File: config.mk
export PLATFORM = sky130hd
export DESIGN_NAME = score_display_ctrl
export DESIGN_NICKNAME = d
export VERILOG_FILES = /design/src/rtl/score_disp_pkg.sv /design/src/rtl/score_display_ctrl_seg7.sv /design/src/rtl/score_display_ctrl.sv
export SDC_FILE = /design/constraint.sdc
export NUM_CORES = 1
export LEC_CHECK = 0
export BUFFER_PORTS_ARGS = -buffer_cell sky130_fd_sc_hd__buf_2
export CAP_MARGIN = 20
export CORE_UTILIZATION = 35
export DETAILED_ROUTE_END_ITERATION = 10
export GPL_TIMING_DRIVEN = 0
export PLACE_DENSITY = 0.56
export REMOVE_ABC_BUFFERS = 1
export SYNTH_ARGS = -nofsm -noshare
export SYNTH_HDL_FRONTEND = slang
export SYNTH_SLANG_ARGS = --single-unit
File: constraint.sdc
create_clock -name clk -period 1.5 [get_ports clk]
set_input_delay 0 -clock clk [delete_from_list [all_inputs] [get_ports clk]]
set_output_delay 0 -clock clk [all_outputs]
set_load 0.02 [all_outputs]
File: src/rtl/score_disp_pkg.sv
// Shared constants, FSM state type and the double-dabble adjust step for the
// score display controller.
package score_disp_pkg;

  // Active-low segment codes, bit order gfedcba.
  localparam logic [6:0] SEG_0     = 7'b1000000;
  localparam logic [6:0] SEG_1     = 7'b1111001;
  localparam logic [6:0] SEG_2     = 7'b0100100;
  localparam logic [6:0] SEG_3     = 7'b0110000;
  localparam logic [6:0] SEG_4     = 7'b0011001;
  localparam logic [6:0] SEG_5     = 7'b0010010;
  localparam logic [6:0] SEG_6     = 7'b0000010;
  localparam logic [6:0] SEG_7     = 7'b1111000;
  localparam logic [6:0] SEG_8     = 7'b0000000;
  localparam logic [6:0] SEG_9     = 7'b0010000;
  localparam logic [6:0] SEG_BLANK = 7'b1111111;

  localparam logic CH_A = 1'b0;
  localparam logic CH_B = 1'b1;

  typedef enum logic [1:0] {
    ST_IDLE   = 2'd0,
    ST_SHIFT  = 2'd1,
    ST_UPDATE = 2'd2
  } state_t;

  // Add 3 to every BCD nibble that is 5 or more, ahead of the next left shift.
  function automatic logic [11:0] dd_adjust(input logic [11:0] bcd);
    logic [11:0] res;
    res = bcd;
    for (int i = 0; i < 3; i++) begin
      if (bcd[i*4 +: 4] >= 4'd5) begin
        res[i*4 +: 4] = bcd[i*4 +: 4] + 4'd3;
      end
    end
    return res;
  endfunction

endpackage

File: src/rtl/score_display_ctrl_seg7.sv
// Combinational BCD digit to active-low seven-segment decoder with a blank
// override; codes 10..15 also show blank.
module bcd_to_seg7
  import score_disp_pkg::*;
(
  input  logic [3:0] digit,
  input  logic       blank,
  output logic [6:0] seg
);

  always_comb begin
    seg = SEG_BLANK;
    if (!blank) begin
      case (digit)
        4'd0:    seg = SEG_0;
        4'd1:    seg = SEG_1;
        4'd2:    seg = SEG_2;
        4'd3:    seg = SEG_3;
        4'd4:    seg = SEG_4;
        4'd5:    seg = SEG_5;
        4'd6:    seg = SEG_6;
        4'd7:    seg = SEG_7;
        4'd8:    seg = SEG_8;
        4'd9:    seg = SEG_9;
        default: seg = SEG_BLANK;
      endcase
    end
  end

endmodule

File: src/rtl/score_display_ctrl.sv
// Two-channel score converter: round-robin arbitration onto one sequential
// double-dabble engine, results latched per channel as BCD and segment codes.
module score_display_ctrl
  import score_disp_pkg::*;
#(
  parameter int SAT_VAL  = 999,
  parameter int BIN_W    = 10,
  parameter bit BLANK_LZ = 1'b0
) (
  input  logic        clk,
  input  logic        rst_n,
  input  logic        req_a,
  input  logic [15:0] val_a,
  output logic        ack_a,
  input  logic        req_b,
  input  logic [15:0] val_b,
  output logic        ack_b,
  output logic        busy,
  output logic        done,
  output logic        done_ch,
  output logic [11:0] bcd_a,
  output logic [11:0] bcd_b,
  output logic        sat_a,
  output logic        sat_b,
  output logic [6:0]  seg_a_h,
  output logic [6:0]  seg_a_t,
  output logic [6:0]  seg_a_o,
  output logic [6:0]  seg_b_h,
  output logic [6:0]  seg_b_t,
  output logic [6:0]  seg_b_o
);

  // Handshake: req_x is a level held with a stable val_x until ack_x; ack_x is
  // a one-cycle pulse in the cycle after the capture edge. A req_x still high
  // when the engine next returns to IDLE counts as a new request.

  localparam int               CNT_W    = $clog2(BIN_W + 1);
  localparam logic [CNT_W-1:0] CNT_LAST = CNT_W'(BIN_W - 1);
  localparam logic [15:0]      SAT16    = 16'(SAT_VAL);

  state_t           state;
  state_t           state_next;
  logic [BIN_W-1:0] shift_reg;
  logic [11:0]      bcd_acc;
  logic [11:0]      bcd_adj;
  logic [CNT_W-1:0] cnt;
  logic             cur_ch;
  logic             cur_sat;
  logic             rr_ptr;
  logic             grant;
  logic             grant_ch;
  logic [15:0]      val_sel;
  logic             val_over;
  logic [BIN_W-1:0] val_cap;
  logic             blank_h;
  logic             blank_t;
  logic [6:0]       dec_h;
  logic [6:0]       dec_t;
  logic [6:0]       dec_o;

  assign busy     = (state != ST_IDLE);
  assign val_sel  = (grant_ch == CH_B) ? val_b : val_a;
  assign val_over = (val_sel > SAT16);
  assign val_cap  = val_over ? SAT16[BIN_W-1:0] : val_sel[BIN_W-1:0];
  assign bcd_adj  = dd_adjust(bcd_acc);

  always_ff @(posedge clk or negedge rst_n) begin
    if (!rst_n) begin
      state <= ST_IDLE;
    end else begin
      state <= state_next;
    end
  end

  // rr_ptr names the channel that wins when both requesters are waiting.
  always_comb begin
    state_next = state;
    grant      = 1'b0;
    grant_ch   = CH_A;
    case (state)
      ST_IDLE: begin
        if (req_a || req_b) begin
          grant      = 1'b1;
          state_next = ST_SHIFT;
          if (req_a && req_b) begin
            grant_ch = rr_ptr;
          end else begin
            grant_ch = req_b ? CH_B : CH_A;
          end
        end
      end
      ST_SHIFT: begin
        if (cnt == CNT_LAST) begin
          state_next = ST_UPDATE;
        end
      end
      ST_UPDATE: state_next = ST_IDLE;
      default:   state_next = ST_IDLE;
    endcase
  end

  always_ff @(posedge clk or negedge rst_n) begin
    if (!rst_n) begin
      shift_reg <= '0;
      bcd_acc   <= '0;
      cnt       <= '0;
      cur_ch    <= CH_A;
      cur_sat   <= 1'b0;
      ack_a     <= 1'b0;
      ack_b     <= 1'b0;
    end else begin
      ack_a <= grant && (grant_ch == CH_A);
      ack_b <= grant && (grant_ch == CH_B);
      if (grant) begin
        shift_reg <= val_cap;
        bcd_acc   <= '0;
        cnt       <= '0;
        cur_ch    <= grant_ch;
        cur_sat   <= val_over;
      end else if (state == ST_SHIFT) begin
        bcd_acc   <= {bcd_adj[10:0], shift_reg[BIN_W-1]};
        shift_reg <= shift_reg << 1;
        cnt       <= cnt + 1'b1;
      end
    end
  end

  // Leading-zero blanking only affects the segment codes, never the BCD.
  assign blank_h = BLANK_LZ && (bcd_acc[11:8] == 4'd0);
  assign blank_t = blank_h && (bcd_acc[7:4] == 4'd0);

  bcd_to_seg7 u_seg_h (.digit(bcd_acc[11:8]), .blank(blank_h), .seg(dec_h));
  bcd_to_seg7 u_seg_t (.digit(bcd_acc[7:4]),  .blank(blank_t), .seg(dec_t));
  bcd_to_seg7 u_seg_o (.digit(bcd_acc[3:0]),  .blank(1'b0),    .seg(dec_o));

  always_ff @(posedge clk or negedge rst_n) begin
    if (!rst_n) begin
      done    <= 1'b0;
      done_ch <= CH_A;
      rr_ptr  <= CH_A;
      bcd_a   <= '0;
      bcd_b   <= '0;
      sat_a   <= 1'b0;
      sat_b   <= 1'b0;
      seg_a_h <= SEG_0;
      seg_a_t <= SEG_0;
      seg_a_o <= SEG_0;
      seg_b_h <= SEG_0;
      seg_b_t <= SEG_0;
      seg_b_o <= SEG_0;
    end else begin
      done <= 1'b0;
      if (state == ST_UPDATE) begin
        done    <= 1'b1;
        done_ch <= cur_ch;
        rr_ptr  <= ~cur_ch;
        if (cur_ch == CH_A) begin
          bcd_a   <= bcd_acc;
          sat_a   <= cur_sat;
          seg_a_h <= dec_h;
          seg_a_t <= dec_t;
          seg_a_o <= dec_o;
        end else begin
          bcd_b   <= bcd_acc;
          sat_b   <= cur_sat;
          seg_b_h <= dec_h;
          seg_b_t <= dec_t;
          seg_b_o <= dec_o;
        end
      end
    end
  end

endmodule

== Word-level counts from Yosys, hierarchy flattened ==
Memory sizes are Yosys's and may differ from the RTL's.
Cells that the tools add are included.

* Mux-type cells: 21
* Equality and inequality tests: 5
* Bitwise logic cells: 2
* Reductions and logical operators: 10
* Add/subtract/negate cells: 4
* Magnitude comparators: 4

{| class="wikitable"
|+ Operators by type and width
! operator !! count
|-
| $mux W10 || 3
|-
| $mux W12 || 2
|-
| $gt A16 B10 Y1 const B || 1
|-
| $mux W16 || 1
|-
| $mux W4 || 4
|-
| $ge A4 B3 Y1 const B || 3
|-
| $add A4 B2 Y4 const B || 2
|-
| $mux W1 || 7
|-
| $reduce_and A2 Y1 || 3
|-
| $add A4 B1 Y4 const B || 1
|-
| $eq A4 B4 Y1 const B || 1
|-
| $mux W2 || 2
|-
| $ne A2 B2 Y1 const B || 2
|-
| $pmux W2 S2 || 1
|-
| $reduce_bool A2 Y1 || 2
|-
| $add A3 B2 Y3 const B || 1
|-
| $logic_and A1 B1 Y1 || 3
|-
| $mux W3 || 1
|-
| $eq A2 B1 Y1 const B || 1
|-
| $eq A2 B2 Y1 const B || 1
|-
| $logic_not A2 Y1 || 1
|-
| $not A1 Y1 || 2
|-
| $logic_or A1 B1 Y1 || 1
|}

* Memories: 3
* Output and inout bits: 73
* Bits of input ports: 36
* Memory bits (read-only): 336
* Register bits after elaboration: 103
* Logic and storage cells: 70

{| class="wikitable"
|+ Memories
! memory !! depth !! width !! read ports !! clocked after memory_dff !! write ports !! line !! RTL
|-
| (no name shown) || 16 || 7 || 1 || 0 || 0 || score_display_ctrl_seg7.sv:14 || <nowiki>case (digit)</nowiki>
|-
| (no name shown) || 16 || 7 || 1 || 0 || 0 || score_display_ctrl_seg7.sv:14 ||
|-
| (no name shown) || 16 || 7 || 1 || 0 || 0 || score_display_ctrl_seg7.sv:14 ||
|}

== Logic depth before layout (Yosys ltp) ==
* Depth after elaboration: 8
* Gate-level depth with buffers: 7
* Mapped depth without buffers: 7

== Hierarchy ==
A second synthesis with hierarchy kept.

* Cells, all modules: 459
* Area, all modules: 5,091.1 um^2

{| class="wikitable"
|+ Modules (own cells, without submodules)
! module !! instances !! sequential area each (um^2) !! cells each !! area an instance (um^2)
|-
| score_display_ctrl || 1 || 2,585.0 || 360 || 4,383.0
|-
| bcd_to_seg7 (u_seg_h ...) || 2 || 0.0 || 33 || 236.5
|-
| bcd_to_seg7 (u_seg_t) || 1 || 0.0 || 33 || 235.2
|}

== Worst setup path after synthesis ==
OpenSTA, ideal clock, no wires.

* Kind: reg-to-reg
* From: register state[0]
* To: register shift_reg[3]
* Clock period less this slack: 1.613 ns
* Arrival time: 1.493 ns
* Setup slack: -0.113 ns
* Data required time: 1.380 ns
* Buffers on the path: 1
* Library setup time: 0.120 ns
* Stages on the path, launching flop included: 7
* Cell sequence: dfrtp_1 -> nor2_2 -> nand3_2 -> or3_1 -> o311a_1 -> buf_6 -> a31o_1

* Word-level cells in the longest chain between the ends: 6
* Elaborated cells on any way between the ends: 9
* Classes of those cells: 1 x order compare; 1 x eq/ne; 5 x mux; 2 x reduce/logical

{| class="wikitable"
|+ RTL lines
! what !! line !! RTL
|-
| from (decl) || score_display_ctrl.sv:41 || <nowiki>state_t state;</nowiki>
|-
| from (signal assigned) || score_display_ctrl.sv:71 || <nowiki>state <= state_next;</nowiki>
|-
| $logic_not A2 Y1 || score_display_ctrl.sv:80 || <nowiki>case (state)</nowiki>
|-
| $mux W1 || score_display_ctrl.sv:80 ||
|-
| $mux W16 || score_display_ctrl.sv:62 || <nowiki>assign val_sel = (grant_ch == CH_B) ? val_b : val_a;</nowiki>
|-
| $gt A16 B10 Y1 || score_display_ctrl.sv:63 || <nowiki>assign val_over = (val_sel > SAT16);</nowiki>
|-
| $mux W10 || score_display_ctrl.sv:64 || <nowiki>assign val_cap = val_over ? SAT16[BIN_W-1:0] : val_sel[BIN_W-1:0];</nowiki>
|-
| $mux W10 || score_display_ctrl.sv:114 || <nowiki>if (grant) begin</nowiki>
|-
| to (signal assigned) || score_display_ctrl.sv:115 || <nowiki>shift_reg <= val_cap;</nowiki>
|-
| to (signal assigned) || score_display_ctrl.sv:122 || <nowiki>shift_reg <= shift_reg << 1;</nowiki>
|-
| to (decl) || score_display_ctrl.sv:43 || <nowiki>logic [BIN_W-1:0] shift_reg;</nowiki>
|}

Several ways; a longest one is shown, not always the timed one.
A chain may end at the register's enable or synchronous reset.

== Worst setup path in the final report ==
* From: register state[0]
* To: register shift_reg[4]

Same word-level chain as after synthesis.

==> run metrics <==
crit path launch type register; Setup Crit Path Kind register to register; port buffer count 108; worst-skew pair later-pin latency 0.35 ns; hpwl dp 7.18 mm; gr usage total 16.5%; Worst EP arrival 1.86 ns; count leader, synth nand2_1; WL final 10.9 mm; Tmin final 1.61 ns; worst-path fanout max 6; Post-Syn Instances 496; GRT overflow 0; Worst-Margin Slew 0.669 ns; RSZ-0062 raised after global routing yes; post-route setup TNS -1.64 ns; die width 118 µm; # IOs 109; relative slew slack 55.4%; slowest CP cell dfrtp_2; Mapped Area 4690 µm²; CTS tree done; H-tree lvl count 3; slowest cell delay on critical path 0.45 ns; Fillers 1,257; final non-filler cell total 804; largest net degree at the start of global routing 55; post-synth cell types 39; Cell Chain, Critical Path nor2_4, nand3_4, or3_4, o311a_4, a31o_1; worst reg2reg path startpoint state[0]; P_leak 3.07 nW; R2R Path End shift_reg[4]; critical path endpoint category register; cts bufs inserted 9; reg2reg setup slack -0.11 ns; Core Region 12,800 µm²; vias in the first global route 3,822; Pwr Total 13.0 mW; Post-synth EDFFs 0; biggest regs bcd_a (12), bcd_acc (12), bcd_b (12); worst hold slack 0.0105 ns; Starting DRT DRC Count 144; post-route ant nets 0; TritonRoute pass-1 iters 5; Final Hold Viols 0; Antenna Cells 0; share of layout cells above drive strength 1 33.7%; outcome finished, violations left; fraction of registers with async set/reset 100%; commonest cells in the netlist 103 x nand2_1, 102 x o21ai_0, 97 x dfrtp_1; Worst setup endpoint shift_reg[4]; Yosys warning count 0; die area 13,900 µm²; CP Launch Point state[0]; Initial Util 36.6%; Clock Skew 0.00856 ns; via count 3,955; Area Growth Syn to Fin 32.4%; Routed WL per cell 13.6 µm; first-pass GRT wire length 18.5 mm; crit share post-route 108%; fmax 620 MHz; maximum buffer depth of the clock tree 2; Setup-failing EPs final 53; Worst Path Required 1.74 ns; Pwr Density 2090 nW/µm²; GP Congestion 0.759; Total Nets Final 680; routed vias/inst 4.92; Die Ht 118 µm; Pins Over Slew Limit 0; final setup margin -0.113 ns; number of clock sinks 103; failing checks negative setup slack; Worst-path clk slew 0.07 ns; largest cells by area after synthesis dfrtp_1 52%, o21ai_0 11%, nand2_1 8.2%; Synth Area per Inst 9.46 µm²; Row Count 41; post-synthesis sequential area ratio 55.1%; post-synth top area share 51.7%; clk root buf clkbuf_16; max-cap viol count 0; VDD IR-drop max 0.000785 V; Hold WC Path Type primary input to register; initial antenna violation count 0; Synth Flop Type dfrtp_1; Seq cells post-synth 103; Synth area leader dfrtp_1; placed cells 752; Residual DRC 0; R2R depth 5
routing by layer:
metal / wire [µm] / part of all wire (%) / global-route usage [%]
met1: 5030 / 46 / 21.2
met2: 5230 / 48 / 27.4
met3: 464 / 4.3 / 3.05
met4: 183 / 1.7 / 6.49
met5: 0 / 0 / 0
cell type report:
class	instances	area (µm²)	share of cell area [%]
clock buffer	15	258	4.15
clock inverter	1	30.0	0.483
inverter	19	75.1	1.21
multi-input combinational	347	2130	34.3
sequential	103	2590	41.7
tap	172	215	3.46
timing repair buffer	147	912	14.7
worst max-delay path, delay by kind of cell (launching register included):
family           cells  cell delay, ns
AO/OA/AOI/OAI        2            0.37
flip-flops           1            0.45
AND/OR/NAND/NOR      3            0.69
cell usage in the layout, fill, tap and decap left out, types with 3 or more instances in the layout:
cell type / instances
buf_2: 107
nand2_1: 102
o21ai_0: 93
dfrtp_1: 89
buf_4: 26
a21oi_1: 18
nor2_1: 13
inv_1: 12
ha_1: 12
nand3_1: 11
mux2_2: 9
clkbuf_16: 9
dfrtp_2: 8
dlygate4sd3_1: 8
and3_1: 7
o21ai_1: 7
a31oi_1: 7
mux2i_1: 6
dfstp_2: 6
inv_2: 5
clkbuf_1: 5
nand2b_4: 4
o22ai_1: 4
a21oi_2: 4
xnor2_1: 4
a21o_1: 3
nand4_1: 3
nor3_1: 3
ha_4: 3
buf_6: 3
kinds of logic (layout without fill, tap and decap cells):
logic type	after synthesis	in the layout	synth area share (%)
compound gates	153	154	17.7
fa+ha+maj	17	17	4.53
buf+inv	47	182	3.97
xor+xnor	4	4	0.746
flops	103	103	55.1
simple gates	156	156	14.3
mux	16	16	3.65
how the worst min path moves through the flow:
stage | start | cells after the start | end | slack [ns]
after floorplan | rst_n | 0 | ack_a | -0.30
after global placement | req_a | 2 | ack_a | 0.29
after detailed placement | rst_n | 1 | seg_a_h[2] | 0.07
after CTS | val_a[9] | 3 | shift_reg[9] | 0.002
after global routing | val_b[2] | 3 | shift_reg[2] | 0.04
final | val_a[9] | 3 | shift_reg[9] | 0.01
power breakdown:
group          internal [mW]  switching [mW]
logic                   2.56            3.55
clock network           1.34           0.969
registers               3.85           0.732
metrics by stage:
step	setup slack [ns]	utilization, %	cell area (µm²)
after global routing	-0.197	48.5	6220
after global placement	-1.38	41.6	5340
after floorplan	-0.593	-	4580
after detailed placement	-0.600	42.3	5430
final	-0.113	48.5	6220
after CTS	-0.0975	47.1	6040
repair_timing:
action / in CTS / in global routing
hold buffers: 8 / 0
setup endpoints to repair: 94 / 81
buffers inserted: 15 / 12
pin swaps: 8 / 13
endpoints found under the hold margin: 51 / 0
gates cloned: 1 / 0
gates resized for setup: 40 / 26
Note: power is estimated with default switching activity, not from simulation.
